$ cat src/rtl/wb_pkg.sv
// Shared types and sizing for the writeback stage: data width, register count
// and the request record carried through the load queue.
package wb_pkg;
    localparam int XLEN     = 32;
    localparam int NREG     = 32;
    localparam int REG_AW   = $clog2(NREG);
    localparam int LQ_DEPTH = 2;

    typedef struct packed {
        logic [REG_AW-1:0] rd;
        logic [XLEN-1:0]   data;
    } wb_req_t;
endpackage

$ cat src/rtl/wb_fifo.sv
// Small load-result queue: power-of-two depth, head visible combinationally,
// pointers wrap naturally, synchronous active-low reset.
module wb_fifo
    import wb_pkg::*;
#(
    parameter int DEPTH = LQ_DEPTH
) (
    input  logic    clk,
    input  logic    rst_n,
    input  logic    push,
    input  logic    pop,
    input  wb_req_t push_data,
    output logic    full,
    output logic    empty,
    output wb_req_t head
);
    localparam int PW = (DEPTH > 1) ? $clog2(DEPTH) : 1;

    wb_req_t         r_mem [DEPTH];
    logic [PW-1:0]   r_wr_ptr;
    logic [PW-1:0]   r_rd_ptr;
    logic [PW:0]     r_count;
    logic            w_push;
    logic            w_pop;

    assign full   = (r_count == (PW+1)'(DEPTH));
    assign empty  = (r_count == {(PW+1){1'b0}});
    assign head   = r_mem[r_rd_ptr];
    // Guards keep a misbehaving arbiter from corrupting the count.
    assign w_push = push & ~full;
    assign w_pop  = pop & ~empty;

    // Pointer, count and storage update.
    always_ff @(posedge clk) begin
        if (!rst_n) begin
            r_wr_ptr <= {PW{1'b0}};
            r_rd_ptr <= {PW{1'b0}};
            r_count  <= {(PW+1){1'b0}};
            for (int i = 0; i < DEPTH; i++) begin
                r_mem[i] <= '0;
            end
        end else begin
            if (w_push) begin
                r_mem[r_wr_ptr] <= push_data;
                r_wr_ptr        <= r_wr_ptr + {{(PW-1){1'b0}}, 1'b1};
            end
            if (w_pop) begin
                r_rd_ptr <= r_rd_ptr + {{(PW-1){1'b0}}, 1'b1};
            end
            case ({w_push, w_pop})
                2'b10:   r_count <= r_count + {{PW{1'b0}}, 1'b1};
                2'b01:   r_count <= r_count - {{PW{1'b0}}, 1'b1};
                default: r_count <= r_count;
            endcase
        end
    end
endmodule

$ cat src/rtl/writeback_unit.sv
// Writeback stage: arbitrates ALU and load results onto the single bank write
// port, queues colliding loads, and tracks busy registers for hazard checks.
module writeback_unit
    import wb_pkg::*;
(
    input  logic              clk,
    input  logic              rst_n,
    input  logic              alu_valid,
    output logic              alu_ready,
    input  logic [REG_AW-1:0] alu_rd,
    input  logic [XLEN-1:0]   alu_data,
    input  logic              ld_valid,
    output logic              ld_ready,
    input  logic [REG_AW-1:0] ld_rd,
    input  logic [XLEN-1:0]   ld_data,
    input  logic              iss_valid,
    input  logic [REG_AW-1:0] iss_rd,
    input  logic [REG_AW-1:0] rs1,
    input  logic [REG_AW-1:0] rs2,
    output logic              rs1_busy,
    output logic              rs2_busy,
    output logic [REG_AW-1:0] rd,
    output logic [XLEN-1:0]   write_data,
    output logic              reg_write
);
    logic              w_full;
    logic              w_empty;
    wb_req_t           w_head;
    logic              w_push;
    logic              w_pop;
    logic              w_sel_valid;
    wb_req_t           w_sel;
    wb_req_t           w_ld_req;
    logic [NREG-1:0]   w_busy_nxt;
    logic [NREG-1:0]   r_busy;
    logic [REG_AW-1:0] r_rd;
    logic [XLEN-1:0]   r_data;
    logic              r_reg_write;

    assign w_ld_req = '{rd: ld_rd, data: ld_data};

    wb_fifo #(.DEPTH(LQ_DEPTH)) u_lq (
        .clk       (clk),
        .rst_n     (rst_n),
        .push      (w_push),
        .pop       (w_pop),
        .push_data (w_ld_req),
        .full      (w_full),
        .empty     (w_empty),
        .head      (w_head)
    );

    assign alu_ready  = ~w_full;
    assign ld_ready   = ~w_full;
    assign rd         = r_rd;
    assign write_data = r_data;
    assign reg_write  = r_reg_write;
    assign rs1_busy   = r_busy[rs1];
    assign rs2_busy   = r_busy[rs2];

    // Priority arbiter: drain a full queue, then ALU, then queued loads, then bypass.
    always_comb begin
        w_push      = 1'b0;
        w_pop       = 1'b0;
        w_sel_valid = 1'b0;
        w_sel       = '0;
        if (w_full) begin
            w_pop       = 1'b1;
            w_sel_valid = 1'b1;
            w_sel       = w_head;
        end else if (alu_valid) begin
            w_sel_valid = 1'b1;
            w_sel       = '{rd: alu_rd, data: alu_data};
            w_push      = ld_valid;
        end else if (!w_empty) begin
            w_pop       = 1'b1;
            w_sel_valid = 1'b1;
            w_sel       = w_head;
            w_push      = ld_valid;
        end else if (ld_valid) begin
            w_sel_valid = 1'b1;
            w_sel       = w_ld_req;
        end else begin
            w_sel_valid = 1'b0;
        end
    end

    // Busy vector: commit clears first so a same-cycle issue wins.
    always_comb begin
        w_busy_nxt = r_busy;
        if (r_reg_write) begin
            w_busy_nxt[r_rd] = 1'b0;
        end else begin
            w_busy_nxt = r_busy;
        end
        if (iss_valid && (iss_rd != {REG_AW{1'b0}})) begin
            w_busy_nxt[iss_rd] = 1'b1;
        end else begin
            w_busy_nxt = w_busy_nxt;
        end
        w_busy_nxt[0] = 1'b0;
    end

    // Bank write port registers; x0 results are consumed without a write strobe.
    always_ff @(posedge clk) begin
        if (!rst_n) begin
            r_rd        <= {REG_AW{1'b0}};
            r_data      <= {XLEN{1'b0}};
            r_reg_write <= 1'b0;
        end else if (w_sel_valid) begin
            r_rd        <= w_sel.rd;
            r_data      <= w_sel.data;
            r_reg_write <= (w_sel.rd != {REG_AW{1'b0}});
        end else begin
            r_reg_write <= 1'b0;
        end
    end

    // Scoreboard register.
    always_ff @(posedge clk) begin
        if (!rst_n) begin
            r_busy <= {NREG{1'b0}};
        end else begin
            r_busy <= w_busy_nxt;
        end
    end
endmodule

$ cat config.mk
export PLATFORM = sky130hd
export DESIGN_NAME = writeback_unit
export DESIGN_NICKNAME = d
export VERILOG_FILES = /design/src/rtl/wb_pkg.sv /design/src/rtl/wb_fifo.sv /design/src/rtl/writeback_unit.sv
export SDC_FILE = /design/constraint.sdc
export NUM_CORES = 1
export LEC_CHECK = 0
export ABC_AREA = 1
export BUFFER_PORTS_ARGS = -buffer_cell sky130_fd_sc_hd__buf_2
export CAP_MARGIN = 20
export CORE_MARGIN = 2
export CORE_UTILIZATION = 35
export CTS_BUF_LIST = sky130_fd_sc_hd__clkbuf_16
export DETAILED_ROUTE_END_ITERATION = 12
export PLACE_DENSITY = 0.61
export SYNTH_ARGS = -nofsm -noshare
export SYNTH_HDL_FRONTEND = slang
export SYNTH_SLANG_ARGS = --single-unit
$ cat constraint.sdc
create_clock -name clk -period 2.8 [get_ports clk]
set_input_delay 0.14 -clock clk [delete_from_list [all_inputs] [get_ports clk]]
set_output_delay 0.14 -clock clk [all_outputs]
set_load 0.05 [all_outputs]
# Word level (Yosys, flattened, before mapping)
# Memory sizes are Yosys's and may differ from the RTL's. A register that Yosys moved wholly into a read port is not among the register bits.
# Cells that the tools add are included.
# totals
ff_bits	74
latchBits	0
ram_bits	74
mem_bits_ro	0
output_inout_bits	42
n_memories	1
# memory_table
memory	words	width	rd	rd_ports_with_merged_regs	write_ports	line_no	text
u_lq.r_mem	2	37	1	1	2	wb_fifo.sv:19	wb_req_t r_mem [DEPTH];
# classes
add_sub_neg	4
multipliers	0
n_div	0
magnitude_cmp	6
n_eq_ne	3
n_shift	0
mux	34
bitwise	7
reduce_logical	9
# ops
op	n
$mux 37	5
$mux 32	2
$reduce_or 37->1	1
$and 32x32->32	1
$not 32->32	1
$or 32x32->32	1
$lt 5x6->1 const B	4
$mux 1	22
$bmux 1 s5	2
$demux 1 s5	2
$ge 5x1->1 const B	2
$reduce_bool 5->1	2
$eq 2x2->1 const B	2
$pmux 2 s2	1
$logic_and 1x1->1	3
$add 1x1->1 const B	2
$add 2x1->2 const B	1
$and 1x1->1	2
$eq 2x1->1 const B	1
$logic_not 2->1	1
$not 1->1	2
$reduce_and 2->1	1
$reduce_bool 2->1	1
$sub 2x1->2 const B	1

# Longest topological paths before layout
# Gate-level depths: netlist (run 1).
# depth
ltp_word	10
ltp_mapped	12
ltp_nobuf	9

# Cells and area by module
# Synthesis (run 1) repeated with hierarchy kept, for this count alone.
# hier_totals
cells_unflattened	848
hier_area_um2	7223.2
# by_module_without_submodules
module	instances	cells_per_inst	area_per_inst_um2	seq_area_each_um2
writeback_unit	1	572	3798.6	1381.3
wb_fifo	1	276	3424.5	2322.2

# Least setup slack after synthesis (run 1)
# OpenSTA, ideal clock, no wires.
# synth_path
kind	flip-flop to flip-flop
start	register u_lq.r_count[0]
end	memory u_lq.r_mem[0][0] (netlist bit), enable pin
arrival_ps	1977
required_time_ps	2405
slack_ps	428
path_stages_with_launch	10
n_path_buf	3
path_cell_list	dfxtp_1 buf_6 inv_1 nand2_1 nand3_2 nor2_1 nand2_1 buf_2 buf_2 nand2_1
# synth_lines
item	line_no	text
start, declared	wb_fifo.sv:22	logic [PW:0] r_count;
start signal, assigned	wb_fifo.sv:38	r_count <= {(PW+1){1'b0}};
start signal, assigned	wb_fifo.sv:51	2'b10: r_count <= r_count + {{PW{1'b0}}, 1'b1};
start signal, assigned	wb_fifo.sv:52	2'b01: r_count <= r_count - {{PW{1'b0}}, 1'b1};
end, declared	wb_fifo.sv:19	

# Worst setup path after layout (run 1)
# layout_path
start	register u_lq.r_count[0]
end	register u_lq.r_count[1]
# layout_via
elab_chain_len	7
elab_cells_between_ends	18
cone_classes	add/sub: 2; eq/ne: 3; mux: 7; bitwise: 4; reduce/logical: 2
# layout_rtl
item	line_no	text
$logic_not 2->1	wb_fifo.sv:27	assign empty = (r_count == {(PW+1){1'b0}});
$mux 1	writeback_unit.sv:75	end else if (!w_empty) begin
$mux 1	writeback_unit.sv:71	end else if (alu_valid) begin
$mux 1	writeback_unit.sv:67	if (w_full) begin
$and 1x1->1 (on tied branches)	wb_fifo.sv:31, wb_fifo.sv:30	
$eq 2x1->1 or $eq 2x2->1 (tied branches)	wb_fifo.sv:50	case ({w_push, w_pop})
$pmux 2 s2 or $reduce_bool 2->1 (tied branches)	--	
# Several ways; a longest one is shown, not always the timed one.
# A chain may end at the register's enable or synchronous reset.

==> results of run 1 <==
state kept, by name, indices dropped and copies added, names as in the netlist, named ones only:
register       flops
r_busy            31
u_lq.r_mem        74
u_lq.r_count       2
u_lq.r_rd_ptr      1
reg_write          1
rd                 5
write_data        32
u_lq.r_wr_ptr      1
power breakdown:
| group | internal, mW | total [mW] | switching, mW |
|---|---|---|---|
| Combinational | 0.615 | 2.45 | 1.83 |
| Sequential | 2.66 | 2.90 | 0.239 |
| Clock | 1.23 | 2.15 | 0.925 |
| Total | 4.50 | 7.50 | 3.00 |
Yosys cell counts:
| master | n | area share |
|---|---|---|
| sky130_fd_sc_hd__nand2_1 | 273 | 0.14 |
| sky130_fd_sc_hd__inv_1 | 109 | 0.055 |
| sky130_fd_sc_hd__o21ai_0 | 93 | 0.063 |
| sky130_fd_sc_hd__nor2_1 | 83 | 0.042 |
| sky130_fd_sc_hd__dfxtp_1 | 74 | 0.20 |
| sky130_fd_sc_hd__edfxtp_1 | 74 | 0.30 |
| sky130_fd_sc_hd__nand3_1 | 61 | 0.041 |
| sky130_fd_sc_hd__a21oi_1 | 39 | 0.026 |
| sky130_fd_sc_hd__o211ai_1 | 38 | 0.038 |
| sky130_fd_sc_hd__clkbuf_1 | 35 | 0.018 |
| sky130_fd_sc_hd__a31oi_1 | 32 | 0.027 |
| sky130_fd_sc_hd__buf_2 | 14 | 0.0094 |
| sky130_fd_sc_hd__o21ai_1 | 14 | 0.0094 |
| sky130_fd_sc_hd__nor3_1 | 12 | 0.0081 |
| sky130_fd_sc_hd__buf_6 | 8 | 0.012 |
| sky130_fd_sc_hd__o21ai_2 | 4 | 0.0047 |
| sky130_fd_sc_hd__clkinv_1 | 2 | 0.0010 |
| sky130_fd_sc_hd__a21boi_0 | 1 | 0.0010 |
| sky130_fd_sc_hd__buf_4 | 1 | 0.0010 |
| sky130_fd_sc_hd__clkbuf_2 | 1 | 0.00067 |
| sky130_fd_sc_hd__ha_1 | 1 | 0.0017 |
| sky130_fd_sc_hd__nand2_4 | 1 | 0.0015 |
| sky130_fd_sc_hd__nand3_2 | 1 | 0.0013 |
| sky130_fd_sc_hd__nor2_4 | 1 | 0.0015 |
| sky130_fd_sc_hd__or2_1 | 1 | 0.00084 |
worst register-to-register path: stages, from the launching register on:
cell,delay (ps)
sky130_fd_sc_hd__dfxtp_1,500
sky130_fd_sc_hd__inv_1,70
sky130_fd_sc_hd__nand2_1,120
sky130_fd_sc_hd__buf_4,290
sky130_fd_sc_hd__nand2_1,80
sky130_fd_sc_hd__buf_4,290
sky130_fd_sc_hd__ha_1,340
sky130_fd_sc_hd__inv_1,80
sky130_fd_sc_hd__nand2_1,60
sky130_fd_sc_hd__nor2_1,110
sky130_fd_sc_hd__o21ai_0,80
sky130_fd_sc_hd__a21oi_1,140
path summary, 6_finish.rpt:
kind	start	end	slack, ps	cells after the start
setup reg to reg	u_lq.r_count[0]	u_lq.r_count[1]	560	11
hold / removal	ld_data[21]	u_lq.r_mem[0][21]	40	3
hold reg to reg	u_lq.r_rd_ptr	u_lq.r_rd_ptr	460	1
setup / recovery	u_lq.r_count[0]	u_lq.r_count[1]	560	11
area by class of cell:
class / count / area (µm²)
Multi-Input combinational cell: 655 / 3020
Timing Repair Buffer: 152 / 828
Tap cell: 275 / 344
Fill cell: 2169 / 12100
Sequential cell: 148 / 3700
Clock buffer: 17 / 425
Antenna cell: 2 / 5.00
Clock inverter: 15 / 130
Inverter: 111 / 417
kinds of logic (layout without fill, tap and decap cells):
group / after synthesis / after routing / synth area share
DFF: 148 / 148 / 0.498
other: 0 / 2 / 0
adders and majority gates: 1 / 1 / 0.00168
and+or+nand+nor: 433 / 433 / 0.234
AOI/OAI and AO/OA: 221 / 221 / 0.169
buffers and inverters: 170 / 295 / 0.0969
metrics by stage:
stage	cell area, µm²	hold WS [ps]	std cells	utilization
after floorplan	7440	341	973	-
after global placement	8300	435	1340	0.396
after detailed placement	8300	453	1340	0.396
after CTS	8860	36.4	1372	0.423
after global routing	8870	46.9	1373	0.423
final	8870	43.5	1375	0.423
cell usage in the layout, fill, tap and decap left out, drive strengths merged:
| cell | instances |
|---|---|
| nand3 | 62 |
| a21oi | 39 |
| ha | 1 |
| nor2 | 84 |
| a31oi | 32 |
| bufinv | 1 |
| inv | 115 |
| clkinv | 7 |
| dfxtp | 74 |
| nand2 | 274 |
| diode | 2 |
| clkinvlp | 3 |
| o211ai | 38 |
| o21ai | 111 |
| buf | 151 |
| clkbuf | 18 |
| a21boi | 1 |
| edfxtp | 74 |
| nor3 | 12 |
| or2 | 1 |
routing by layer:
metal | wire [µm] | vias to the layer above | track usage | share of wire
li1 | - | 3454 | - | -
met1 | 9170 | 3210 | 0.244 | 0.44
met2 | 9950 | 195 | 0.314 | 0.48
met3 | 1190 | 26 | 0.0387 | 0.057
met4 | 374 | 0 | 0.0599 | 0.018
met5 | 0 | - | 0 | 0
==> results.json, run 1 <==
{
  "synth_fp_nets": 1068,
  "tightest_slew_ps": 1090,
  "fp-row-count": 53,
  "clock_tree.htree_level_count": 4,
  "die_w_um": 150,
  "drt_drc_violations_left": 0,
  "critPathMaxStageDelay_ps": 500,
  "core_area_um2": 21000,
  "grt_max_degree": 48,
  "track_usage": 0.188,
  "setup-tns-final_ps": 0,
  "fin_total_pwr_mw": 7.50,
  "clock_tree_sinks": 148,
  "antenna_found_initial": 1,
  "fmaxAchievable_mhz": 447,
  "finalClockSkew_ps": 10.7,
  "path_buf_inv": 4,
  "start_util": 0.355,
  "drtPass1Iterations": 7,
  "run_status": "complete, no violations",
  "synth.avg_cell_area_um2": 7.64,
  "fin_crit_sh": 0.799,
  "ys_types": 25,
  "synth.cell_area_um2": 7440,
  "syn-instance-count": 973,
  "drv_cap": 0,
  "critPathKind": "reg -> reg",
  "rsz0062_at_grt": "no",
  "worst-endpoint-arrival_ps": 2580,
  "overflow": 0,
  "routabilityCongestion": 0.817,
  "final_worst_setup_slack_ps": 561,
  "synth.yosys.warnings": 0,
  "worst_slew_margin_rel": 0.267,
  "vias_per_cell": 5.01,
  "fp.dieH_um": 150,
  "end_kind": "flop",
  "drt-wirelength-per-cell_um": 15.0,
  "cts_hold_buf": 0,
  "cp_top_family": "buffers and inverters",
  "io_buffers": 135,
  "layout_overhead_on_the_synthesized_area_pct": 19.3,
  "pin_count": 136,
  "synth-seq-area-share": 0.498,
  "cts_resized": 0,
  "setup_violations": 0,
  "cp_most_frequent_cell": "sky130_fd_sc_hd__nand2_1",
  "drt.antenna.violating_nets": 0,
  "cts_setup_buffers": 0,
  "worst-endpoint-required_ps": 3140,
  "clockBufferDepth": 2,
  "holdCritPathClass": "in -> reg",
  "grt_pass1_wl_um": 32800,
  "dr_total_vias": 6885,
  "vdd_drop_max_mv": 0.533,
  "p_per_area_nw_per_um2": 845,
  "layout-drive-gt1-share": 0.175,
  "clock-root-buffer": "sky130_fd_sc_hd__clkbuf_16",
  "postRouteWirelength_um": 20700,
  "tritoncts": "built",
  "area_of_the_die_um2": 22400,
  "vias_in_the_first_global_route": 6465,
  "dp_hpwl_um": 14000,
  "cellLeakagePower_nw": 3.88,
  "period_minus_slack_ps": 2240,
  "clk_pin_slew_ps": 60,
  "setup.worst_path.start_class": "flop",
  "path_cells": "inv_1 > nand2_1 > buf_4 > nand2_1 > buf_4 > ha_1 > inv_1 > nand2_1 > nor2_1 > o21ai_0 > a21oi_1",
  "critPathSlowestCell": "sky130_fd_sc_hd__dfxtp_1",
  "clock_latency_ps": 420,
  "layout.nets": 1180,
  "synth.ff_latch_count": 148,
  "cp_max_fo": 38,
  "hold_viol": 0,
  "drv_slew": 0,
  "drt_iter0_markers": 490,
  "dp_slack_ps": 588,
  "tritoncts.num_buffers": 17
}
No activity file was read; power rests on OpenSTA's default activity.
==> inputs of run 2 (changes only) <==
==> constraint.sdc (replaced) <==
create_clock -name clk -period 2.2 [get_ports clk]
set_input_delay 0.11 -clock clk [delete_from_list [all_inputs] [get_ports clk]]
set_output_delay 0.11 -clock clk [all_outputs]
set_load 0.05 [all_outputs]
==> results.json, run 2 (synthesis results as in run 1) <==
{
  "worst-endpoint-arrival_ps": 1830,
  "fmaxAchievable_mhz": 516,
  "rr_startpoint": "u_lq.r_count[0]",
  "dr_total_vias": 6827,
  "holdCritStartpoint": "ld_data[21]",
  "fp-row-count": 53,
  "layout_overhead_on_the_synthesized_area_pct": 21.2,
  "antenna_found_initial": 1,
  "finalClockSkew_ps": 6.61,
  "area_of_the_die_um2": 22400,
  "fin_crit_sh": 0.881,
  "vias_per_cell": 4.93,
  "drt_iter0_markers": 442,
  "clock_tree.htree_level_count": 4,
  "clock_latency_ps": 420,
  "drt_drc_violations_left": 0,
  "layout_common_cells": "sky130_fd_sc_hd__nand2_1 (271), sky130_fd_sc_hd__buf_2 (135), sky130_fd_sc_hd__inv_1 (111)",
  "hold-path-endpoint": "u_lq.r_mem[1][21]",
  "pin_count": 136,
  "dp_hpwl_um": 14300,
  "drt.antenna.violating_nets": 0,
  "regToRegSetupSlack_ps": 370,
  "start_util": 0.355,
  "fp.dieH_um": 150,
  "rr_worst_depth": 7,
  "layout.nets": 1191,
  "run_status": "complete, no violations",
  "overflow": 0,
  "postRouteWirelength_um": 20500,
  "io_buffers": 135,
  "track_usage": 0.187,
  "cellLeakagePower_nw": 3.99,
  "hold_ws_ps": 17.1,
  "tightest_slew_ps": 575,
  "vias_in_the_first_global_route": 6367,
  "vdd_drop_max_mv": 0.611,
  "period_minus_slack_ps": 1940,
  "drtPass1Iterations": 5,
  "end_kind": "primary output",
  "holdCritPathClass": "in -> reg",
  "setup_violations": 0,
  "n_antenna_cell": 0,
  "cp_max_fo": 28,
  "core_area_um2": 21000,
  "layout.core_utilization": 0.430,
  "final_cell_area_um2": 9010,
  "clock-root-buffer": "sky130_fd_sc_hd__clkbuf_16",
  "clock_tree_sinks": 148,
  "die_w_um": 150,
  "detailroute.wirelength.met2_um": 9400,
  "worst-endpoint-required_ps": 2090,
  "m1WireLength_um": 9620,
  "worst_slew_margin_rel": 0.616,
  "setup-tns-final_ps": 0,
  "hold_viol": 0,
  "p_per_area_nw_per_um2": 1080,
  "grt_pass1_wl_um": 32500,
  "clk_pin_slew_ps": 60,
  "critPathKind": "reg -> out",
  "routabilityCongestion": 0.815,
  "largest-register": "u_lq.r_mem",
  "setup.worst_path.start_class": "flop",
  "cts_setup_buffers": 0,
  "grt_max_degree": 41,
  "tritoncts.num_buffers": 17,
  "drv_cap": 0,
  "layout-drive-gt1-share": 0.184,
  "rsz0062_at_grt": "no",
  "clockBufferDepth": 2,
  "tritoncts": "built",
  "endpoint_of_the_worst_register_to_register_path": "u_lq.r_mem[1][35]",
  "cts_hold_buf": 0,
  "final_common_cell": "sky130_fd_sc_hd__nand2_1",
  "cts_resized": 0,
  "drt-wirelength-per-cell_um": 14.8,
  "dp_slack_ps": 373,
  "placed_area_um2": 8420,
  "largest_reg_flops": 74,
  "drv_slew": 0,
  "final_worst_setup_slack_ps": 262,
  "top_signal_layer_used": "met5",
  "min_path_cells": 3,
  "routed-wl-met3_um": 1110
}
[run 2: cell types whose count changed in the layout (fill, tap and decap cells not counted), sizes merged]
cell,delta
buf,+12
bufinv,-1
clkbuf,+3
clkinvlp,-3
diode,-2
[run 2: metrics by stage]
step | cells | total power, mW
2_1_floorplan | 973 | 6.03
4_1_cts | 1384 | 9.81
6_report | 1384 | 9.75
3_5_place_dp | 1352 | 6.96
3_3_place_gp | 1352 | 6.93
5_1_grt | 1384 | 10.3
[run 2: layout make-up]
type	count	area, µm²
multi-input combinational	655	3020
clock inverter	11	66.3
tap	275	344
sequential	148	3700
timing repair buffer	163	936
fill	2134	11900
inverter	111	417
clock buffer	21	526
[run 2: worst max path at each step]
stage | endpoint | start | cells past startpoint | slack (ps)
2_1_floorplan | u_lq.r_mem[0][0] | u_lq.r_count[0] | 9 | 180
6_report | ld_ready | u_lq.r_count[0] | 4 | 260
4_1_cts | alu_ready | u_lq.r_count[0] | 4 | 250
5_1_grt | ld_ready | u_lq.r_count[0] | 4 | 170
3_3_place_gp | u_lq.r_mem[1][6] | u_lq.r_count[0] | 7 | 400
3_5_place_dp | u_lq.r_mem[1][5] | u_lq.r_count[0] | 7 | 370
[run 2: layer usage]
| layer | vias to the layer above | global-route usage |
|---|---|---|
| li1 | 3480 | - |
| met1 | 3110 | 0.255 |
| met2 | 207 | 0.299 |
| met3 | 28 | 0.0320 |
| met4 | 2 | 0.0684 |
| met5 | - | 0 |
[run 2: critical path, cell delays in order, from the launching register on]
cell and delay (ps):
sky130_fd_sc_hd__dfxtp_1 490, sky130_fd_sc_hd__inv_1 80, sky130_fd_sc_hd__nand2_1 140, sky130_fd_sc_hd__buf_4 360, sky130_fd_sc_hd__buf_2 330
[run 2: power breakdown]
part	switching, mW	internal, mW	total [mW]	leakage [nW]
combinational	2.33	0.854	3.18	2.30
sequential	0.314	3.38	3.69	1.38
clock	1.17	1.71	2.87	0.307
